--- config.mk ---
export PLATFORM = sky130hd
export DESIGN_NAME = sseg_scan_capture
export DESIGN_NICKNAME = d
export VERILOG_FILES = /design/src/rtl/sseg_scan_capture.sv
export SDC_FILE = /design/constraint.sdc
export NUM_CORES = 1
export LEC_CHECK = 0
export ABC_AREA = 1
export CORE_AREA = 2 2 96 89
export DETAILED_ROUTE_END_ITERATION = 10
export DIE_AREA = 0 0 98 91
export PLACE_DENSITY = 0.85
export SETUP_SLACK_MARGIN = 0.05
export SYNTH_ARGS = -nofsm -noshare
export SYNTH_HDL_FRONTEND = slang
export SYNTH_SLANG_ARGS = --single-unit
--- constraint.sdc ---
create_clock -name clk -period 2.57 [get_ports clk]
set_input_delay 0.514 -clock clk [delete_from_list [all_inputs] [get_ports clk]]
set_output_delay 0.514 -clock clk [all_outputs]
set_load 0.01 [all_outputs]
--- src/rtl/sseg_scan_capture.sv ---
// Receive-side capture of a multiplexed 7-segment scan: rebuilds four digits, reports frames,
// scan faults and a stalled scan. Optional glyph-to-hex decode when SSEG_HEX_DECODE_EN is defined.
module sseg_scan_capture #(
  parameter int unsigned SETTLE_CYCLES  = 4,
  parameter int unsigned TIMEOUT_CYCLES = 1000000
) (
  input  logic        clk,
  input  logic        resetn,
  input  logic [3:0]  an,
  input  logic [7:0]  sseg,
  output logic [7:0]  dig_0,
  output logic [7:0]  dig_1,
  output logic [7:0]  dig_2,
  output logic [7:0]  dig_3,
  output logic        frame_valid,
  output logic        scan_err,
  output logic        stale
`ifdef SSEG_HEX_DECODE_EN
  ,
  output logic [15:0] hex,
  output logic [3:0]  hex_ok
`endif
);

  localparam int unsigned TO_W = $clog2(TIMEOUT_CYCLES);
  localparam int unsigned SC_W = $clog2(SETTLE_CYCLES + 1);

  typedef enum logic [1:0] {AnBlank, AnActive, AnFault} an_state_e;

  logic [3:0]      an_meta_q, an_sync_q, an_prev_q;
  logic [7:0]      sseg_meta_q, sseg_sync_q, sseg_prev_q;
  logic [SC_W-1:0] settle_q, settle_d;
  logic [TO_W-1:0] to_cnt_q, to_cnt_d;
  logic [3:0]      seen_q, seen_d, seen_new;
  logic [3:0][7:0] dig_q, dig_d;
  logic            frame_q, frame_d, err_q, err_d, stale_q, stale_d;
  an_state_e       an_state;
  logic [1:0]      idx;
  logic            changed, capture, prev_fault;

  always_comb begin
    an_state = AnFault;
    idx      = 2'd0;
    unique case (an_sync_q)
      4'b1110: begin an_state = AnActive; idx = 2'd0; end
      4'b1101: begin an_state = AnActive; idx = 2'd1; end
      4'b1011: begin an_state = AnActive; idx = 2'd2; end
      4'b0111: begin an_state = AnActive; idx = 2'd3; end
      4'b1111: an_state = AnBlank;
      default: an_state = AnFault;
    endcase
  end

  assign prev_fault = ($countones(~an_prev_q) > 1);
  assign changed    = ({an_sync_q, sseg_sync_q} != {an_prev_q, sseg_prev_q});
  // Fires exactly once per steady interval: the cycle the count would reach SETTLE_CYCLES.
  assign capture    = (an_state == AnActive) && !changed &&
                      (settle_q == SC_W'(SETTLE_CYCLES - 1));
  assign seen_new   = seen_q | (4'b0001 << idx);

  always_comb begin
    settle_d = settle_q;
    to_cnt_d = to_cnt_q;
    seen_d   = seen_q;
    dig_d    = dig_q;
    frame_d  = 1'b0;
    stale_d  = stale_q;
    err_d    = (an_state == AnFault) && !prev_fault;

    if (changed || an_state != AnActive) begin
      settle_d = '0;
    end else if (settle_q != SC_W'(SETTLE_CYCLES)) begin
      settle_d = settle_q + 1'b1;
    end

    if (capture) begin
      dig_d[idx] = sseg_sync_q;
      to_cnt_d   = '0;
      stale_d    = 1'b0;
      if (seen_new == 4'hF) begin
        frame_d = 1'b1;
        seen_d  = 4'h0;
      end else begin
        seen_d = seen_new;
      end
    end else if (to_cnt_q != TO_W'(TIMEOUT_CYCLES - 1)) begin
      to_cnt_d = to_cnt_q + 1'b1;
      // A stalled scan abandons any partial frame.
      if (to_cnt_d == TO_W'(TIMEOUT_CYCLES - 1)) begin
        stale_d = 1'b1;
        seen_d  = 4'h0;
      end
    end
  end

  always_ff @(posedge clk or negedge resetn) begin
    if (!resetn) begin
      an_meta_q   <= '1;
      an_sync_q   <= '1;
      an_prev_q   <= '1;
      sseg_meta_q <= '1;
      sseg_sync_q <= '1;
      sseg_prev_q <= '1;
      settle_q    <= '0;
      to_cnt_q    <= '0;
      seen_q      <= '0;
      dig_q       <= '1;
      frame_q     <= 1'b0;
      err_q       <= 1'b0;
      stale_q     <= 1'b0;
    end else begin
      an_meta_q   <= an;
      an_sync_q   <= an_meta_q;
      an_prev_q   <= an_sync_q;
      sseg_meta_q <= sseg;
      sseg_sync_q <= sseg_meta_q;
      sseg_prev_q <= sseg_sync_q;
      settle_q    <= settle_d;
      to_cnt_q    <= to_cnt_d;
      seen_q      <= seen_d;
      dig_q       <= dig_d;
      frame_q     <= frame_d;
      err_q       <= err_d;
      stale_q     <= stale_d;
    end
  end

  assign dig_0       = dig_q[0];
  assign dig_1       = dig_q[1];
  assign dig_2       = dig_q[2];
  assign dig_3       = dig_q[3];
  assign frame_valid = frame_q;
  assign scan_err    = err_q;
  assign stale       = stale_q;

`ifdef SSEG_HEX_DECODE_EN
  // Returns {ok, nibble}; dp is not part of the glyph.
  function automatic logic [4:0] glyph_to_hex(logic [6:0] g);
    case (g)
      7'h40: return 5'h10;
      7'h79: return 5'h11;
      7'h24: return 5'h12;
      7'h30: return 5'h13;
      7'h19: return 5'h14;
      7'h12: return 5'h15;
      7'h02: return 5'h16;
      7'h78: return 5'h17;
      7'h00: return 5'h18;
      7'h10: return 5'h19;
      7'h08: return 5'h1A;
      7'h03: return 5'h1B;
      7'h46: return 5'h1C;
      7'h21: return 5'h1D;
      7'h06: return 5'h1E;
      7'h0E: return 5'h1F;
      default: return 5'h00;
    endcase
  endfunction

  logic [15:0] hex_q;
  logic [3:0]  hex_ok_q;

  always_ff @(posedge clk or negedge resetn) begin
    if (!resetn) begin
      hex_q    <= '0;
      hex_ok_q <= '0;
    end else begin
      for (int i = 0; i < 4; i++) begin
        {hex_ok_q[i], hex_q[4*i +: 4]} <= glyph_to_hex(dig_q[i][6:0]);
      end
    end
  end

  assign hex    = hex_q;
  assign hex_ok = hex_ok_q;
`endif

endmodule
# After elaboration in Yosys (flattened, before gate mapping)
# Cells that the tools add are included.
[word_totals]
register_bits = 98
latch_bits = 0
ram_bits = 0
mem_bits_ro = 0
in_bits = 14
output_inout_bits = 35
word_cells = 71
memories = 0
[op_classes]
n_addsub = 5
n_mul = 0
div_mod_pow = 0
order_cmp = 3
eq_ne = 14
shift = 1
mux = 18
bitwise_logic = 2
n_reduce_logical = 12
[ops]
columns = ["operator", "count"]
rows = [
  ["2-to-1 mux 20 bit", 2],
  ["bitwise mux 32 bit", 1],
  ["adder 20 x 1 -> 20 bit (second input constant)", 1],
  ["== test 20 bit (second input constant)", 1],
  ["== test 4 bit (second input constant)", 5],
  ["!= test 20 bit (second input constant)", 1],
  ["demux 8 bit (select 2 bit)", 1],
  ["2-to-1 mux 4 bit", 4],
  ["!= test 12 bit", 1],
  ["2-to-1 mux 8 bit", 1],
  ["2-to-1 mux 3 bit", 2],
  ["case mux 2 bit (3 select lines)", 1],
  ["nonzero test 2 bit", 3],
  ["2-to-1 mux 1 bit", 5],
  ["adder 1 x 1 -> 2 bit", 2],
  ["== test 4 x 3 -> 1 bit (second input constant)", 1],
  ["logical AND 1 bit", 4],
  ["NOT 4 bit", 1],
  ["OR 4 bit", 1],
  ["case mux 2 bit (2 select lines)", 1],
  ["OR reduction 4 bit", 1],
  ["left shift 1 x 2 -> 4 bit (first input constant)", 1],
  ["adder 2 x 2 -> 3 bit", 1],
  ["adder 3 x 1 -> 3 bit (second input constant)", 1],
  ["11 further kinds", 12],
]

# Depth between registers and ports, before layout
[logic_depth]
depth_word = 8
mapped_depth = 13
mapped_depth_nobuf = 13

# Least setup slack after synthesis
# Ideal clock, no wire load.
[synth_path]
kind = "reg2reg"
startpoint = "reg an_sync_q[3]"
endpoint = "reg to_cnt_q[0]"
setup_time_ps = 120
arrival_time_ps = 1703
required_time_ps = 2450
setup_slack_ps = 748
path_stages_with_launch = 11
path_buffers = 2
synth_period_minus_slack_ps = 1822
cell_sequence = "dfstp_2 > nand2_1 > nor3_4 > nor2_2 > o21ai_2 > and3_4 > buf_6 > nand2_2 > buf_6 > o21ai_0 > inv_1"
[synth_via]
elab_chain_cells = 7
elab_cells_between_ends = 14
cone_classes = "7 x eq/ne; 2 x mux; 5 x reduce/logical"
[synth_rtl]
columns = ["item", "line", "source"]
rows = [
  ["from (decl)", "30", "logic [3:0] an_meta_q, an_sync_q, an_prev_q;"],
  ["from (signal assigned)", "113", "an_sync_q <= an_meta_q;"],
  ["== test 4 x 3 -> 1 bit or == test 4 bit (tied branches)", "44", "unique case (an_sync_q)"],
  ["OR reduction 4 bit (no line)", "--", ""],
  ["case mux 2 bit (2 select lines)", "44", ""],
  ["== test 2 x 1 -> 1 bit", "57", "assign capture = (an_state == AnActive) && !changed &&"],
  ["logical AND 1 bit * (2 in series)", "57", ""],
  ["2-to-1 mux 20 bit or nonzero test 2 bit (tied branches)", "--", ""],
  ["to (signal assigned)", "119", "to_cnt_q <= to_cnt_d;"],
  ["to (decl)", "33", "logic [TO_W-1:0] to_cnt_q, to_cnt_d;"],
]
# Every way passes the cells marked *; elsewhere a longest branch is shown, timed or not.
# A chain may end at the register's enable or synchronous reset.

# Worst setup path in the final report
[layout_path]
startpoint = "reg an_sync_q[3]"
endpoint = "reg seen_q[2]"
[layout_via]
elab_chain_cells = 8
elab_cells_between_ends = 21
cone_classes = "8 x eq/ne; 1 x shift; 4 x mux; 1 x bitwise; 7 x reduce/logical"
[layout_rtl]
columns = ["item", "line", "source"]
rows = [
  ["== test 4 x 3 -> 1 bit or == test 4 bit (tied branches)", "44", ""],
  ["OR reduction 4 bit (no line)", "--", ""],
  ["case mux 2 bit (2 select lines)", "44", ""],
  ["== test 2 x 1 -> 1 bit", "57", ""],
  ["logical AND 1 bit (2 in series)", "57", ""],
  ["nonzero test 2 bit (no line)", "--", ""],
  ["AND reduction 2 bit (no line)", "--", ""],
  ["to (signal assigned)", "120", "seen_q <= seen_d;"],
  ["to (decl)", "34", "logic [3:0] seen_q, seen_d, seen_new;"],
]
# Several ways; a longest one is shown, not always the timed one.

==> flow_summary.yaml <==
clock_network:
  path_clk_slew_ps: 100
  cts.repair.resized: 0
  cts_sinks: 98
  cts_max_level: 3
  cts_buffers: 9
  cts_tree: "done"
  insertion_delay_ps: 360
  root_buffer: "clkbuf_8"
  cts_buffer_depth: 2
  postCtsHoldBufs: 0
  post_cts_buffers: 0
die:
  rows: 31
  core_sq_um: 7870
  die_w_microns: 98
  die_area_sq_um: 8920
  die_h_microns: 91
  io_pins: 49
  start_util: 0.545
route:
  ant_nets: 0
  vias_per_cell: 5.15
  firstDrtPassIters: 5
  drc: 0
  dr.first_iter.drc_count: 219
  wl_microns: 8280
  vias: 3078
  wl_per_cell_microns: 13.8
synth:
  syn_area_sq_um: 4290
  synth_area_leaders: "dfstp_2 (42%), dfrtp_1 (17%), nand2_1 (11%), inv_1 (5.0%), nor2_1 (3.3%)"
  async_flop_share: 1.00
  yosysWarnings: 0
  syn_inst: 442
  synth.net_count: 462
  synthDistinctLibCells: 33
  synth_top_area_frac: 0.416
  yosysMostFrequentCell: "nand2_1"
  synth-main-ff-cell: "dfstp_2"
  synth_top_area_cell: "dfstp_2"
  ys_seq_elements: 98
  syn_area_per_cell_sq_um: 9.72
  synthTopCellsByCount: "nand2_1 (121), dfstp_2 (68), inv_1 (57)"
  synth_edf_count: 0
  ys_seq_area_frac: 0.591
pwr:
  power.total_mw: 2.70
  peakVddDrop_mv: 0.530
  power_density_nw_per_um2: 537
  leakagePower_nw: 2.26
sta:
  worstMarginPinSlew_ps: 587
  fmax_ghz: 0.457
  relSlewSlack: 0.609
  hold_viol_final: 0
  skew_ps: 13.7
  setup_viol: 0
  rsz0062_at_grt: "no"
  period_minus_slack_ps: 2190
  fin_tns_setup_ps: 0
  fin_crit_sh: 0.851
  finalMaxSlewViolations: 0
worst_setup_path:
  timing.rr.start: "an_sync_q[3]"
  cp.required_ps: 2820
  cp-end-kind: "flop"
  worstRegToRegCells: 8
  worst_setup_path_start_kind: "flop"
  reg2reg_to: "seen_q[2]"
  path_class: "flop to flop"
  worstPathArrival_ps: 2440
  reg2reg_slack_ps: 380
  worstPathMaxFanout: 26
global_routing:
  grt_pass1_vias: 3098
  track_usage: 0.200
  antenna_found_initial: 0
  grt_pass1_wl_microns: 14200
  grt_overflow: 0
  grt_start_max_net_pins: 53
min_path:
  hold_class: "primary input to async pin"
finish:
  nets: 514
  diodes: 0
  drive_gt1_frac: 0.218
  syn_to_final_growth_pct: 17.2
run_status:
  status: "finished, final reports clean"
placed_design:
  port_buffers: 48
  dpl.hpwl_microns: 5990
  gp_congestion: 0.953
job:
  max-cap-violations: 0
-- critical path: stages (launching register included) --
cell and delay [ps]:
dfstp_2 580, nand2_1 140, nor3_4 210, nor2_2 110
o21ai_2 80, and3_4 320, nand2_2 340, nand3_1 210
nand2_1 70
-- flip-flops by register name, summed over array words and instances, names as in the netlist, 8 cells and up --
signal	count
sseg_meta_q	8
sseg_prev_q	8
dig_0	8
dig_2	8
dig_1	8
to_cnt_q	20
dig_3	8
sseg_sync_q	8
-- power by group --
group	internal (mW)	switching (mW)	leakage, nW
Combinational	0.0427	0.0623	1.05
Clock	0.387	0.589	0.102
Sequential	1.60	0.0210	1.11
Total	2.03	0.672	2.26
-- how the worst max path moves through the flow --
| stage | from | to | slack (ps) | depth (start not counted) |
|---|---|---|---|---|
| after floorplan | an_sync_q[3] | to_cnt_q[0] | 750 | 10 |
| after global placement | an_sync_q[3] | seen_q[2] | 520 | 8 |
| after detailed placement | an_sync_q[3] | seen_q[3] | 410 | 8 |
| after CTS | an_sync_q[3] | seen_q[2] | 380 | 8 |
| after global routing | an_sync_q[3] | seen_q[3] | 210 | 9 |
| final | an_sync_q[3] | seen_q[2] | 380 | 8 |
-- cell families (layout without fill, tap and decap cells) --
kind of cell,after synthesis,count (layout),share of synthesized area
fa+ha+maj,6,6,0.0192
simple gates,213,213,0.224
compound gates,43,43,0.0612
xor+xnor,17,17,0.0347
flops,98,98,0.591
buf+inv,65,122,0.0699
-- layer usage --
metal  up-vias  share of wire  global-route usage
met2       106           0.50               0.329
li1       1498              -                   -
met5         -              0                   0
met1      1461           0.43               0.258
met3        13          0.056              0.0500
met4         0          0.022              0.0694
-- stage by stage --
step | hold slack (ps) | utilization | worst slack, ps | std cells | instance area, sq um
after floorplan | 218 | - | 748 | 442 | 4290
after global placement | 345 | 0.613 | 522 | 582 | 4830
after detailed placement | 347 | 0.613 | 405 | 582 | 4830
after CTS | 154 | 0.639 | 383 | 598 | 5030
after global routing | 176 | 0.639 | 206 | 598 | 5030
final | 135 | 0.639 | 382 | 598 | 5030
-- area by class of cell --
class | count | area, sq um
Timing Repair Buffer | 49 | 498
Multi-Input combinational cell | 279 | 1460
Clock inverter | 7 | 78.8
Inverter | 57 | 214
Sequential cell | 98 | 2540
Tap cell | 99 | 124
Clock buffer | 9 | 124
Fill cell | 636 | 2840
-- placed cells by master, fill, tap and decap left out, types with 2 or more instances in the layout --
cell,n
a21boi_0,2
clkbuf_8,9
clkdlybuf4s50_1,47
clkinv_8,2
dfrtp_1,30
dfstp_2,68
ha_1,5
inv_1,57
inv_6,3
nand2_1,121
nand2_2,2
nand3_1,23
nand3_2,2
nand3_4,3
nand3b_1,3
nand4_1,9
nor2_1,38
nor3_1,4
o21ai_0,13
o21ai_1,15
o21ai_2,10
or2_2,2
xnor2_1,11
xor2_1,6
Note: power is estimated with default switching activity, not from simulation.
